<file path="src/rtl/multdiv_if.sv">
// Bundle between the E-stage sequencer, the surrounding pipeline control and
// the multiply/divide datapath.
//
// Handshake: req_valid/req_op/req_a/req_b describe the instruction sitting in
// E and stay stable while stall_e=1. The instruction leaves E on a cycle with
// advance_e=1 (and flush=0). flush kills the E instruction that cycle.
// dp_start is a single-cycle launch. dp_op/dp_a/dp_b are held until the next
// launch. dp_hi/dp_lo are sampled exactly LAT cycles after the launch cycle.
interface multdiv_if;
  logic        req_valid;
  logic [2:0]  req_op;
  logic [31:0] req_a;
  logic [31:0] req_b;
  logic        advance_e;
  logic        flush;
  logic        stall_e;
  logic        dp_start;
  logic [1:0]  dp_op;
  logic [31:0] dp_a;
  logic [31:0] dp_b;
  logic [31:0] dp_hi;
  logic [31:0] dp_lo;
  logic [31:0] hi;
  logic [31:0] lo;

  // Pipeline/datapath side.
  modport master (
    output req_valid, req_op, req_a, req_b, advance_e, flush, dp_hi, dp_lo,
    input  stall_e, dp_start, dp_op, dp_a, dp_b, hi, lo
  );

  // Sequencer side.
  modport slave (
    input  req_valid, req_op, req_a, req_b, advance_e, flush, dp_hi, dp_lo,
    output stall_e, dp_start, dp_op, dp_a, dp_b, hi, lo
  );
endinterface

</file>
<file path="src/rtl/multdiv_ctrl.sv">
// Multiply/divide sequencer: launches the datapath, counts its latency,
// stalls E while a result is pending and owns the architectural HI/LO.
module multdiv_ctrl #(
  parameter int MUL_LAT = 3,
  parameter int DIV_LAT = 33
) (
  input  logic       clk,
  input  logic       reset,
  multdiv_if.slave   bus,
  output logic [1:0] dbg_state
);

  localparam int MAX_LAT = (MUL_LAT > DIV_LAT) ? MUL_LAT : DIV_LAT;
  localparam int CNT_W   = (MAX_LAT > 1) ? $clog2(MAX_LAT) : 1;

  localparam logic [CNT_W-1:0] MUL_LOAD = CNT_W'(MUL_LAT - 1);
  localparam logic [CNT_W-1:0] DIV_LOAD = CNT_W'(DIV_LAT - 1);

  localparam logic [1:0] ST_IDLE = 2'd0;
  localparam logic [1:0] ST_BUSY = 2'd1;
  localparam logic [1:0] ST_DONE = 2'd2;

  logic [1:0]       state;
  logic [CNT_W-1:0] cnt;
  logic [31:0]      hi_q;
  logic [31:0]      lo_q;
  logic [31:0]      res_hi;
  logic [31:0]      res_lo;
  logic [1:0]       dp_op_q;
  logic [31:0]      dp_a_q;
  logic [31:0]      dp_b_q;

  logic is_mul;
  logic is_div;
  logic is_mt;
  logic div_zero;
  logic launch;
  logic stall;

  // Decode the E instruction and derive the launch pulse and stall request.
  always_comb begin
    is_mul   = bus.req_valid && (bus.req_op == 3'd0 || bus.req_op == 3'd1);
    is_div   = bus.req_valid && (bus.req_op == 3'd2 || bus.req_op == 3'd3);
    is_mt    = bus.req_valid && (bus.req_op == 3'd4 || bus.req_op == 3'd5);
    div_zero = is_div && (bus.req_b == 32'd0);
    // A divide by zero never reaches the datapath; it just holds E one cycle.
    launch   = !reset && !bus.flush && (state == ST_IDLE) &&
               (is_mul || (is_div && !div_zero));
    stall    = !reset && !bus.flush &&
               (((state == ST_IDLE) && (is_mul || is_div)) || (state == ST_BUSY));
  end

  assign bus.dp_start = launch;
  assign bus.stall_e  = stall;
  assign bus.dp_op    = dp_op_q;
  assign bus.dp_a     = dp_a_q;
  assign bus.dp_b     = dp_b_q;
  assign bus.hi       = hi_q;
  assign bus.lo       = lo_q;
  assign dbg_state    = state;

  // Sequencer state, latency counter, launch operands and HI/LO updates.
  always_ff @(posedge clk) begin
    if (reset) begin
      state   <= ST_IDLE;
      cnt     <= '0;
      hi_q    <= '0;
      lo_q    <= '0;
      res_hi  <= '0;
      res_lo  <= '0;
      dp_op_q <= '0;
      dp_a_q  <= '0;
      dp_b_q  <= '0;
    end else if (bus.flush) begin
      // Killed instruction: abandon any in-flight op, never touch HI/LO.
      state <= ST_IDLE;
      cnt   <= '0;
    end else begin
      case (state)
        ST_IDLE: begin
          if (launch) begin
            dp_op_q <= bus.req_op[1:0];
            dp_a_q  <= bus.req_a;
            dp_b_q  <= bus.req_b;
            cnt     <= is_mul ? MUL_LOAD : DIV_LOAD;
            state   <= ST_BUSY;
          end else if (div_zero) begin
            // Result of a divide by zero is the current HI/LO.
            res_hi <= hi_q;
            res_lo <= lo_q;
            state  <= ST_DONE;
          end else if (is_mt && bus.advance_e) begin
            if (bus.req_op == 3'd4) begin
              hi_q <= bus.req_a;
            end else begin
              lo_q <= bus.req_a;
            end
          end
        end
        ST_BUSY: begin
          if (cnt != '0) begin
            cnt <= cnt - CNT_W'(1);
          end else begin
            res_hi <= bus.dp_hi;
            res_lo <= bus.dp_lo;
            state  <= ST_DONE;
          end
        end
        ST_DONE: begin
          // Result is committed only when the instruction actually leaves E.
          if (bus.advance_e) begin
            hi_q  <= res_hi;
            lo_q  <= res_lo;
            state <= ST_IDLE;
          end
        end
        default: begin
          state <= ST_IDLE;
        end
      endcase
    end
  end

endmodule
</file>
<file path="src/flat_wrapper.sv">
// flat-port wrapper written by rule: the top's interface ports become plain ports
module multdiv_ctrl_flat 
#(
  parameter int MUL_LAT = 3,
  parameter int DIV_LAT = 33
)
  (clk, reset, dbg_state, bus_req_valid, bus_req_op, bus_req_a, bus_req_b, bus_advance_e, bus_flush, bus_dp_hi, bus_dp_lo, bus_stall_e, bus_dp_start, bus_dp_op, bus_dp_a, bus_dp_b, bus_hi, bus_lo);
  multdiv_if bus_i ();
  input  logic clk;
  input  logic reset;
  output logic [1:0] dbg_state;
  input wire logic [$bits(bus_i.req_valid)-1:0] bus_req_valid;
  input wire logic [$bits(bus_i.req_op)-1:0] bus_req_op;
  input wire logic [$bits(bus_i.req_a)-1:0] bus_req_a;
  input wire logic [$bits(bus_i.req_b)-1:0] bus_req_b;
  input wire logic [$bits(bus_i.advance_e)-1:0] bus_advance_e;
  input wire logic [$bits(bus_i.flush)-1:0] bus_flush;
  input wire logic [$bits(bus_i.dp_hi)-1:0] bus_dp_hi;
  input wire logic [$bits(bus_i.dp_lo)-1:0] bus_dp_lo;
  output wire logic [$bits(bus_i.stall_e)-1:0] bus_stall_e;
  output wire logic [$bits(bus_i.dp_start)-1:0] bus_dp_start;
  output wire logic [$bits(bus_i.dp_op)-1:0] bus_dp_op;
  output wire logic [$bits(bus_i.dp_a)-1:0] bus_dp_a;
  output wire logic [$bits(bus_i.dp_b)-1:0] bus_dp_b;
  output wire logic [$bits(bus_i.hi)-1:0] bus_hi;
  output wire logic [$bits(bus_i.lo)-1:0] bus_lo;
  assign bus_i.req_valid = bus_req_valid;
  assign bus_i.req_op = bus_req_op;
  assign bus_i.req_a = bus_req_a;
  assign bus_i.req_b = bus_req_b;
  assign bus_i.advance_e = bus_advance_e;
  assign bus_i.flush = bus_flush;
  assign bus_i.dp_hi = bus_dp_hi;
  assign bus_i.dp_lo = bus_dp_lo;
  assign bus_stall_e = bus_i.stall_e;
  assign bus_dp_start = bus_i.dp_start;
  assign bus_dp_op = bus_i.dp_op;
  assign bus_dp_a = bus_i.dp_a;
  assign bus_dp_b = bus_i.dp_b;
  assign bus_hi = bus_i.hi;
  assign bus_lo = bus_i.lo;
  multdiv_ctrl #(.MUL_LAT(MUL_LAT), .DIV_LAT(DIV_LAT)) u_core (.clk(clk), .reset(reset), .bus(bus_i), .dbg_state(dbg_state));
endmodule
</file>
<file path="config.mk">
export PLATFORM = sky130hd
export DESIGN_NAME = multdiv_ctrl_flat
export DESIGN_NICKNAME = d
export VERILOG_FILES = /design/src/rtl/multdiv_if.sv /design/src/rtl/multdiv_ctrl.sv /design/src/flat_wrapper.sv
export SDC_FILE = /design/constraint.sdc
export NUM_CORES = 1
export LEC_CHECK = 0
export BUFFER_PORTS_ARGS = -buffer_cell sky130_fd_sc_hd__buf_2
export CAP_MARGIN = 20
export CELL_PAD_IN_SITES_DETAIL_PLACEMENT = 0
export CELL_PAD_IN_SITES_GLOBAL_PLACEMENT = 1
export CORE_MARGIN = 2
export CORE_UTILIZATION = 38
export DETAILED_ROUTE_END_ITERATION = 8
export PLACE_DENSITY_LB_ADDON = 0.2
export SETUP_SLACK_MARGIN = 0.02
export SKIP_CTS_REPAIR_TIMING = 1
export SLEW_MARGIN = 10
export SYNTH_ARGS = -nofsm -noshare
export SYNTH_HDL_FRONTEND = slang
export SYNTH_SLANG_ARGS = --single-unit
export TNS_END_PERCENT = 5
</file>
<file path="constraint.sdc">
create_clock -name clk -period 2.63 [get_ports clk]
set_input_delay 0.1315 -clock clk [delete_from_list [all_inputs] [get_ports clk]]
set_output_delay 0.1315 -clock clk [all_outputs]
set_load 0.005 [all_outputs]
</file>
# Yosys cells after proc, flatten, opt, wreduce, memory -nomap -nowiden
# Cells that the tools add are included.
word_totals:
  ff_bits: 202
  wordCells: 91
classes:
  addsub: 1
  eq_ne: 18
  n_mux: 29
  bitwise_logic: 1
  n_reduce_logical: 33
op_table:
  columns: ["op", "count"]
  rows:
  - ["$mux 32", 16]
  - ["$pmux 32 s2", 4]
  - ["$logic_not 32->1", 1]
  - ["$mux 6", 3]
  - ["$ne 2x2->1 const B", 9]
  - ["$reduce_and 7->1", 2]
  - ["$pmux 6 s2", 1]
  - ["$logic_and 1x1->1", 11]
  - ["$reduce_and 3->1", 3]
  - ["$mux 2", 4]
  - ["$eq 3x2->1 const B", 2]
  - ["$eq 3x3->1 const B", 2]
  - ["$logic_or 1x1->1", 6]
  - ["$pmux 2 s3", 1]
  - ["$reduce_bool 6->1", 1]
  - ["$sub 6x1->6 const B", 1]
  - ["$reduce_and 5->1", 1]
  - ["$reduce_bool 2->1", 2]
  - ["$eq 3x1->1 const B", 1]
  - ["$logic_not 1->1", 3]
  - ["$logic_not 3->1", 1]
  - ["$ne 3x2->1 const B", 1]
  - ["$eq 2x1->1 const B", 1]
  - ["$eq 2x2->1 const B", 1]
  - ["4 further kinds", 4]

# Logic depth before layout (Yosys ltp)
depth:
  ltp_word: 10
  ltp_mapped: 8
  mapped_depth_nobuf: 7

# Worst setup path after synthesis
# Ideal clock, no wire load.
synth_timing:
  path_type: "reg-to-reg"
  start: "register u_core.cnt[0]"
  end: "register u_core.res_hi[3]"
  setup_time_ps: 140
  arrival_ps: 1992
  required_ps: 2490
  setup_slack_ps: 498
  path_stages_with_launch: 9
  path_buffers: 1
  period_less_slack_ps: 2132
  path_cell_list: "dfxtp_1 -> inv_1 -> ha_1 -> nor4bb_1 -> a22oi_1 -> or4_4 -> a21oi_4 -> buf_6 -> a211oi_2"
synth_between:
  elab_chain_len: 3
synth_rtl:
  columns: ["item", "line_no", "rtl"]
  rows:
  - ["from (decl)", "multdiv_ctrl.sv:24", "logic [CNT_W-1:0] cnt;"]
  - ["from (signal assigned)", "multdiv_ctrl.sv:85", "cnt <= is_mul ? MUL_LOAD : DIV_LOAD;"]
  - ["from (signal assigned)", "multdiv_ctrl.sv:102", "cnt <= cnt - CNT_W'(1);"]
  - ["$reduce_bool 6->1", "multdiv_ctrl.sv:101", "if (cnt != '0) begin"]
  - ["$ne 2x2->1 (no line)", null, null]
  - ["$reduce_and 5->1 (no line)", null, null]
  - ["to (signal assigned)", "multdiv_ctrl.sv:89", "res_hi <= hi_q;"]
  - ["to (signal assigned)", "multdiv_ctrl.sv:104", "res_hi <= bus.dp_hi;"]
  - ["to (decl)", "multdiv_ctrl.sv:27", "logic [31:0] res_hi;"]
# No other way between the ends.
# A chain may end at the register's enable or synchronous reset.

# Worst setup path in the final report
layout_timing:
  start: "input port bus_req_b[16]"
  end: "output port bus_dp_start"
layout_between:
  elab_chain_len: 6
layout_rtl:
  columns: ["item", "line_no", "rtl"]
  rows:
  - ["from (decl)", "flat_wrapper.sv:15", "input wire logic [$bits(bus_i.req_b)-1:0] bus_req_b;"]
  - ["$logic_not 32->1", "multdiv_ctrl.sv:45", "div_zero = is_div && (bus.req_b == 32'd0);"]
  - ["$logic_and 1x1->1", "multdiv_ctrl.sv:45", null]
  - ["$logic_not 1->1", "multdiv_ctrl.sv:48", "(is_mul || (is_div && !div_zero));"]
  - ["$logic_and 1x1->1", "multdiv_ctrl.sv:48", null]
  - ["$logic_or 1x1->1", "multdiv_ctrl.sv:48", null]
  - ["$logic_and 1x1->1", "multdiv_ctrl.sv:47", "launch = !reset && !bus.flush && (state == ST_IDLE) &&"]
  - ["to (decl)", "flat_wrapper.sv:21", "output wire logic [$bits(bus_i.dp_start)-1:0] bus_dp_start;"]
# No other way between the ends.

==> flow_metrics.tcl <==
set metrics [dict create \
    holdWs_ns -0.0129 \
    clockRootBuffer "clkbuf_16" \
    pin_count 270 \
    numCtsBuffers 23 \
    dieWidth_um 157 \
    first_pass_iters 5 \
    postRouteAntennaNets 0 \
    grt.total_usage 0.225 \
    slew_viol_final 0 \
    die_y_um 157 \
    io_buffers 269 \
    finalSetupViolations 0 \
    cp_common_cell "buf_2" \
    path_class "primary input to output pin" \
    final_cells 1625 \
    post-place-cells 1516 \
    antenna_found_initial 1 \
    skew_ns 0.00986 \
    ir_drop_mv 0.401 \
    cts_max_level 1 \
    syn_nets 1143 \
    synth_cell_types 44 \
    synth.avg_cell_area_um2 8.90 \
    dr_total_vias 8671 \
    routedWlPerCell_um 18.3 \
    grt_max_degree 197 \
    min_period_over_period 0.976 \
    min_path_type "primary input to flop" \
    cp-start-kind "primary input" \
    path_cells "dlygate4sd3_1 > buf_2 > nor4_1 > nand3_1 > or3_2 > nand2_1 > inv_2 > buf_2" \
    ys.flop_type "dfxtp_1" \
    final.setup.worst_slack_ns 0.0638 \
    timing.fmax_mhz 390 \
    clkLatencyLatePin_ns 0.51 \
    first_global_vias 7928 \
    power_density_mw_per_mm2 580 \
    path_clk_slew_ns 0.06 \
    drive_gt1_frac 0.289 \
    worst_ep_arrival_time_ns 2.43 \
    drc 0 \
    ys_ff_latch 202 \
    max_stage_delay_ns 0.66 \
    r2r_setup_slack_ns 0.31 \
    wl_mm 29.7 \
    relSlewSlack 0.294 \
    yosys_warnings 0 \
    p_leak_uw 0.00451 \
    drv_cap 0 \
    ys_top_cells_by_count "202 x dfxtp_1, 135 x a21oi_1, 102 x a211oi_1" \
    yosysTopAreaCell "dfxtp_1" \
    min_period_ns 2.57 \
    clockBufferDepth 3 \
    dp_hpwl_mm 19.3 \
    grt_first_pass_wirelength_mm 44.5 \
    via_per_inst 5.34 \
    place.gp.congestion 0.847 \
    place_ws_ns 0.327 \
    tightest_slew_ns 1.06 \
    drtIter0Drc 474 \
    cp-end-kind "output pin" \
    synth-edff-count 0 \
    yosysTopAreaCellShare 0.452 \
    utilization 0.519 \
    ys_seq_area_frac 0.452 \
    synthesis.area_mm2 0.00895 \
    slowest_stage "or3_2" \
    core_area_mm2 0.0233 \
    hold_viol_final 3 \
    area_growth_pct 34.9 \
    cts_tree "yes" \
    yosysMostFrequentCell "dfxtp_1" \
    overflow 0 \
    critPathMaxFanout 8 \
    synth.area.top_cells "dfxtp_1 45%, a211oi_1 8.6%, a21oi_1 7.6%, mux2i_1 7.2%, a211oi_2 3.9%" \
    cts.sinks 202 \
    start_util 0.385 \
    die-area_mm2 0.0248 \
    rows 56 \
    layout.nets 1427 \
    synth_cells 1006 \
    status "finished with violations" \
    n_antenna_cell 0 \
    violations "negative hold slack" \
    async_flop_share 0 \
    worstPathRequired_ns 2.50 \
]
[kinds of logic after synthesis]
group / Yosys count / share of synthesized area
flip-flops: 202 / 0.452
adder cells (fa/ha/maj): 1 / 0.00140
AND/OR/NAND/NOR: 285 / 0.164
XOR/XNOR: 3 / 0.00294
buffers and inverters: 110 / 0.0601
AO/OA/AOI/OAI: 341 / 0.248
multiplexers: 64 / 0.0716
[state kept, by name, indices dropped and copies added (netlist names)]
register          flops
u_core.bus.lo        32
u_core.bus.dp_b      32
u_core.res_hi        32
u_core.bus.hi        32
u_core.bus.dp_a      32
u_core.res_lo        32
u_core.cnt            6
u_core.dbg_state      2
u_core.bus.dp_op      2
[critical path: cells and delay by family]
kind                   cells  cell delay [ns]
buffers and inverters      4             0.92
AND/OR/NAND/NOR            4             1.37
[worst paths after layout]
kind	depth (start not counted)	start	endpoint
min reg2reg	2	u_core.bus.dp_b[15]$_SDFFE_PP0P_	u_core.bus.dp_b[15]$_SDFFE_PP0P_
min	3	bus_dp_hi[16]	u_core.res_hi[16]$_SDFFE_PP0P_
max	8	bus_req_b[16]	bus_dp_start
max reg2reg	8	u_core.cnt[0]$_SDFFE_PP0P_	u_core.res_lo[18]$_SDFFE_PP0P_
[metrics by stage]
step / TNS, ns / cell area, um2 / power [uW]
6_report: 0 / 12100 / 7000
3_3_place_gp: 0 / 10600 / 3650
4_1_cts: 0 / 11400 / 6990
2_1_floorplan: 0 / 8950 / 3410
5_1_grt: -0.00686 / 12100 / 7240
3_5_place_dp: 0 / 10600 / 3650
[report_power, final]
part | internal (uW) | switching [uW] | total, uW
clock | 2050 | 1280 | 3330
sequential | 3100 | 25.2 | 3130
combinational | 258 | 281 | 538
total | 5410 | 1590 | 7000
[cell usage in the layout (no fill, tap or decap), types with 3 or more instances in the layout]
master	instances
nor4_1	9
nor4_4	3
mux2i_1	64
nor2b_1	34
a211oi_2	28
dfxtp_1	202
nor3_1	69
buf_12	13
a211oi_1	102
buf_2	268
dlygate4sd3_1	68
clkbuf_8	9
a21oi_1	135
nand2_1	5
nor2_1	74
nand3_1	70
clkbuf_16	23
inv_1	5
clkinv_2	3
buf_4	13
o21ai_0	66
clkbuf_1	3
[final cells by class]
| type | count | area (um2) |
|---|---|---|
| fill | 2221 | 11200 |
| tap | 319 | 399 |
| timing repair buffer | 363 | 2390 |
| multi-input combinational | 694 | 4420 |
| inverter | 6 | 22.5 |
| clock inverter | 6 | 83.8 |
| sequential | 202 | 4040 |
| clock buffer | 35 | 711 |
[layer usage]
layer	GRT usage	wire length, um	up-vias
met4	0.0506	481	0
li1	-	-	4263
met2	0.355	13400	296
met5	0	0	-
met3	0.0485	2040	35
met1	0.315	13800	4077
Power figures use the tool's default switching activity.
